File: config.mk
export PLATFORM = sky130hd
export DESIGN_NAME = pc_fetch_sequencer
export DESIGN_NICKNAME = d
export VERILOG_FILES = /design/src/rtl/cpu_pkg.sv /design/src/rtl/pc_fetch_sequencer.sv
export SDC_FILE = /design/constraint.sdc
export NUM_CORES = 1
export LEC_CHECK = 0
export BUFFER_PORTS_ARGS = -buffer_cell sky130_fd_sc_hd__buf_2
export CORE_ASPECT_RATIO = 1.75
export CORE_MARGIN = 2
export CORE_UTILIZATION = 45
export CTS_BUF_LIST = sky130_fd_sc_hd__clkbuf_8
export CTS_CLUSTER_DIAMETER = 50
export DETAILED_ROUTE_END_ITERATION = 7
export HOLD_SLACK_MARGIN = 0.12
export PLACE_DENSITY = 0.8
export SYNTH_ARGS = -nofsm -noshare
export SYNTH_HDL_FRONTEND = slang
export SYNTH_SLANG_ARGS = --single-unit
File: constraint.sdc
create_clock -name clk -period 2.2 [get_ports clk]
set_clock_uncertainty 0.2 [all_clocks]
set_input_delay 0.66 -clock clk [delete_from_list [all_inputs] [get_ports clk]]
set_output_delay 0.66 -clock clk [all_outputs]
set_load 0.02 [all_outputs]
File: src/rtl/cpu_pkg.sv
// Shared CPU definitions: sequencer state encoding, flag_type codes and halt word.
// Used by pc_fetch_sequencer and pc_displacement so both agree on jump/branch decoding.
package cpu_pkg;

    typedef enum logic [1:0] {
        ST_FETCH  = 2'd0,
        ST_EXEC   = 2'd1,
        ST_UPDATE = 2'd2,
        ST_HALT   = 2'd3
    } seq_state_t;

    localparam logic [3:0]  FT_JUMP            = 4'b1000;
    localparam logic [3:0]  FT_BRANCH          = 4'b1100;
    localparam logic [15:0] HALT_INSTR_DEFAULT = 16'hFFFF;

    // dis_in is only defined by the displacement stage for these two encodings
    function automatic logic takes_target(input logic [3:0] ft);
        return (ft == FT_JUMP) || (ft == FT_BRANCH);
    endfunction

endpackage

File: src/rtl/pc_fetch_sequencer.sv
// Fetch/execute/update sequencer: owns the PC and IR, drives instruction memory reads.
// Latency: 3 cycles per instruction with zero-wait memory, +1 per memory wait cycle.
// Backpressure: fetch stalls in FETCH while en or instr_valid is low; HALT is terminal until reset.
module pc_fetch_sequencer
    import cpu_pkg::*;
#(
    parameter logic [15:0] RESET_PC   = 16'h0000,
    parameter logic [15:0] HALT_INSTR = HALT_INSTR_DEFAULT
) (
    input  logic        clk,
    input  logic        reset_n,
    input  logic        en,
    input  logic        instr_valid,
    input  logic [15:0] instr_rdata,
    input  logic [15:0] dis_in,
    output logic        instr_req,
    output logic [15:0] instr_addr,
    output logic [15:0] pc_out,
    output logic [15:0] ir_out,
    output logic [3:0]  flag_type,
    output logic [3:0]  condition,
    output logic [15:0] imm_out,
    output logic        exec_strobe,
    output logic        halted
);

    seq_state_t state;

    always_ff @(posedge clk or negedge reset_n) begin
        if (!reset_n) begin
            state       <= ST_FETCH;
            pc_out      <= RESET_PC;
            ir_out      <= 16'h0000;
            exec_strobe <= 1'b0;
            halted      <= 1'b0;
        end else begin
            exec_strobe <= 1'b0;
            case (state)
                ST_FETCH: begin
                    if (en && instr_valid) begin
                        ir_out      <= instr_rdata;
                        exec_strobe <= 1'b1;
                        state       <= ST_EXEC;
                    end
                end
                ST_EXEC: begin
                    if (ir_out == HALT_INSTR) begin
                        halted <= 1'b1;
                        state  <= ST_HALT;
                    end else begin
                        state <= ST_UPDATE;
                    end
                end
                ST_UPDATE: begin
                    pc_out <= takes_target(flag_type) ? dis_in : pc_out + 16'd1;
                    state  <= ST_FETCH;
                end
                ST_HALT: begin
                    state <= ST_HALT;
                end
                default: begin
                    state <= ST_FETCH;
                end
            endcase
        end
    end

    // Request follows en combinationally in FETCH; reset_n gating keeps it low during reset.
    assign instr_req  = reset_n && en && (state == ST_FETCH);
    assign instr_addr = pc_out;
    assign flag_type  = ir_out[15:12];
    assign condition  = ir_out[11:8];
    assign imm_out    = {{8{ir_out[7]}}, ir_out[7:0]};

endmodule
==> Yosys cells after proc, flatten, opt, wreduce, memory -nomap -nowiden <==
Cells that the tools add are included.
{ "totals": {"regBits": 36, "latch_bits": 0, "mem_bits_rw": 0, "romBits": 0, "input_bits": 36, "output_inout_bits": 75, "word_cells": 26, "mem_count": 0} }
{ "classes": {"n_addsub": 1, "mul": 0, "div_mod_pow": 0, "n_lt_le_gt_ge": 0, "eq_ne": 7, "n_shift": 0, "n_mux": 6, "n_bitwise": 0, "n_reduce_logical": 7} }
{ "op_table": {"columns": ["cell", "count"], "rows": [
  ["adder 16 x 1 -> 16 bit, second input constant", 1],
  ["== test 16 bit, second input constant", 1],
  ["two-way mux 16 bit", 1],
  ["== test 4 bit, second input constant", 2],
  ["one-hot mux 2 bit (4 select lines)", 1],
  ["== test 2 bit, second input constant", 2],
  ["AND reduction 2 bit", 2],
  ["logical AND 1 bit", 3],
  ["two-way mux 1 bit", 3],
  ["== test 2 x 1 -> 1 bit, second input constant", 1],
  ["zero test 2 bit", 1],
  ["two-way mux 2 bit", 1],
  ["inequality test 2 bit, second input constant", 1],
  ["logical OR 1 bit", 1]
]} }

==> Longest topological paths before layout <==
{ "depth": {"ltp_word": 3, "depth_mapped": 6, "ltp_nobuf": 5} }

==> Least setup slack after synthesis <==
Ideal clock, no wire load.
{ "synth_timing": {"path_kind": "input-to-output", "startpoint": "input port en", "endpoint": "output port instr_req", "arrival_ns": 1.373, "required_time_ns": 1.340, "path_slack_ns": -0.033, "path_stages": 1, "path_buffers": 0, "cell_sequence": "nor4bb_1"} }
{ "synth_between": {"elab_chain_len": 2} }
{ "synth_lines": {"columns": ["element", "line_no", "source"], "rows": [
  ["start, declared", "pc_fetch_sequencer.sv:12", "input logic en,"],
  ["logical AND 1 bit (2 in a row)", "pc_fetch_sequencer.sv:69", "assign instr_req = reset_n && en && (state == ST_FETCH);"],
  ["end, declared", "pc_fetch_sequencer.sv:16", "output logic instr_req,"]
]} }
Every way passes these cells.

==> Worst setup path after layout <==
{ "layout_timing": {"startpoint": "register state[1]", "endpoint": "output port instr_req"} }
{ "layout_between": {"elab_chain_len": 2} }
{ "layout_lines": {"columns": ["element", "line_no", "source"], "rows": [
  ["start, declared", "pc_fetch_sequencer.sv:27", "seq_state_t state;"],
  ["start signal, assigned", "pc_fetch_sequencer.sv:31", "state <= ST_FETCH;"],
  ["start signal, assigned", "pc_fetch_sequencer.sv:43", "state <= ST_EXEC;"],
  ["start signal, assigned", "pc_fetch_sequencer.sv:49", "state <= ST_HALT;"],
  ["zero test 2 bit", "pc_fetch_sequencer.sv:69", null],
  ["logical AND 1 bit", "pc_fetch_sequencer.sv:69", null]
]} }
Every way passes these cells.

==> impl_metrics.yaml <==
run_status:
  status: "finished, final reports clean"
flow_run:
  maxCapViolCount: 0
drt:
  wirelength_um: 5100
  ant_nets: 0
  via_per_inst: 5.43
  drtPass1Iterations: 4
  vias: 1867
  drcViolationCount: 0
  drt-initial-drc-count: 31
  wire_per_inst_um: 14.8
worst_setup_path:
  crit_chain: "nor4bb_2, buf_2"
  cp.arrival_ps: 1250
  worstSetupPathType: "register to primary output"
  cpPeakStageDelay_ps: 460
  worst_path_max_delay_cell: "dfrtp_2"
  worst-path-buf-inv: 1
  end_kind: "primary output"
  cp-start-kind: "register"
  critPathMaxFanout: 6
  cp.required_ps: 1340
  cp_top_family: "flip-flops"
global_route:
  antenna_found_initial: 0
  grt_max_degree: 37
  grt_pass1_wl_um: 8400
  grtUsageTotal: 0.202
  gr-total-overflow: 0
  grt_pass1_vias: 1801
floorplanning:
  num_rows: 33
  coreArea_sq_um: 4580
  dieArea_sq_um: 5270
  dieHeight_um: 94.6
  initial_core_util: 0.460
  die-width_um: 55.8
  ioPinCount: 111
placed_design:
  io_buffer_count: 110
  dp_hpwl_um: 3780
  dpl_cell_area_sq_um: 2480
  gp_congestion: 0.757
clocking:
  cts_tree: "done"
  numClockSinks: 36
  clk_pin_slew_ps: 80
  clk-insertion-delay-late_ps: 290
  cts_buffers: 5
  cts.htree.levels: 2
  cts_root_buf: "clkbuf_8"
  cts.path.max_buffers: 2
pwr:
  power.switching_mw: 1.51
  p_int_mw: 1.76
  vdd_drop_max_v: 0.000724
  switching_share: 0.461
  seq_power_share: 0.346
  powerDensity_nw_per_um2: 1260
  p_clk_frac: 0.179
  power.leakage_nw: 1.22
  fin_total_pwr_mw: 3.27
  p_comb_frac: 0.475
sta:
  slew-limit-headroom: 0.505
  setup_tns_ps: 0
  finalHoldViolCount: 0
  period_share: 0.957
  setup_viol: 0
  worst-slew-pin-transition_ps: 743
  finalCriticalPeriod_ps: 2110
  rsz0062_at_grt: "no"
  maxSlewViolCount: 0
  hold_ws_ps: 233
  fmax_mhz: 475
synth:
  ys.flop_type: "dfrtp_1"
  synth_top_area_frac: 0.427
  netlist_top_cells_count: "buf_4 (40), dfrtp_1 (36), mux2_2 (16)"
  synth_top_area_cell: "dfrtp_1"
  synth_edf_count: 0
  synth_area_sq_um: 2110
  yosysSeqAreaShare: 0.427
  synth_most_common_cell: "buf_4"
  ys_top_cells_by_area: "dfrtp_1 (43%), buf_4 (14%), mux2_2 (8.5%)"
  ys_async_sr_fraction: 1.00
  ys_ff_latch: 36
  syn_inst: 216
  syn_nets: 253
  ys_warn_count: 0
  synth.avg_cell_area_sq_um: 9.77
  synth.distinct_cells: 39
final_layout:
  drive_gt1_frac: 0.527
  utilization: 0.566
  syn_to_final_growth_pct: 23.1
  final_area_sq_um: 2600
  num-nets-final: 328
  diodes: 0
worst_hold_path:
  hold_class: "input port to asynchronous set/reset pin"
## per-stage QoR
stage          setup WS [ps]  instances
2_1_floorplan            156        216
3_3_place_gp             122        336
3_5_place_dp             124        336
4_1_cts                 63.0        344
5_1_grt                 26.2        344
6_report                94.3        344
## per-layer routing
metal	vias up	track usage	routed length [um]
met4	0	0.0793	68
met1	890	0.213	1800
met2	86	0.385	2860
met5	-	0	0
li1	885	-	-
met3	6	0.0438	383
## sequential cells by signal, indices dropped and copies added (netlist names)
register / count
state: 2
exec_strobe: 1
halted: 1
instr_addr: 16
ir_out: 16
## worst reg2reg max path: cells and delay by family, from the launching register on
kind | cells | cell delay, ps
adders and majority gates | 1 | 240
AOI/OAI and AO/OA | 2 | 300
and+or+nand+nor | 2 | 690
DFF | 1 | 420
## kinds of logic (layout without fill, tap and decap cells)
group / count (synthesis) / after routing / synth area share
muxes: 18 / 18 / 0.0949
AOI/OAI and AO/OA: 38 / 38 / 0.114
DFF: 36 / 36 / 0.427
adders and majority gates: 1 / 1 / 0.00593
buffers and inverters: 53 / 129 / 0.169
and+or+nand+nor: 70 / 70 / 0.189
## power groups by stage
stage | clock network (mW) | registers (mW) | logic (mW)
CTS | 0.599 | 1.13 | 1.56
global placement | 0 | 1.13 | 1.53
floorplan | 0 | 1.33 | 1.06
finish | 0.585 | 1.13 | 1.55
detailed placement | 0 | 1.14 | 1.56
global route | 0.625 | 1.18 | 1.66
## placed cells by master (no fill, tap or decap), types with 3 or more instances in the layout
cell type	count
nand4_1	7
dfrtp_1	34
o211ai_1	3
a2bb2oi_1	4
nor2_1	7
buf_4	8
mux2_2	16
a21oi_1	13
nand2_1	14
and3_1	3
nor4_1	5
o21ai_0	6
nand3_1	10
clkbuf_8	5
o22ai_1	4
buf_2	110
nor3_1	6
## what timing repair did
action / 4_1_cts / 5_1_grt
endpoints found under the setup margin: 0 / 1
hold buffers: 0 / 0
hold endpoints to repair: 0 / 0
resized for setup: 0 / 2
buffers inserted: 0 / 0
## worst paths after layout
path	startpoint	endpoint	slack [ps]	cells past startpoint
worst min-delay path	reset_n	instr_addr[2]	230	2
worst max-delay path	state[1]	instr_req	90	2
min in group clk	halted	halted	270	1
worst min register to register	halted	halted	270	1
worst max register to register	instr_addr[0]	instr_addr[12]	190	5
max in group asynchronous	reset_n	state[1]	1220	2
## area by class of cell
class / count / area, sq um
tap: 52 / 65.1
sequential: 36 / 903
inverter: 2 / 7.51
timing repair buffer: 119 / 631
clock buffer: 5 / 68.8
multi-input combinational: 127 / 878
clock inverter: 3 / 42.5
fill: 441 / 1990
No activity file was read; power rests on OpenSTA's default activity.
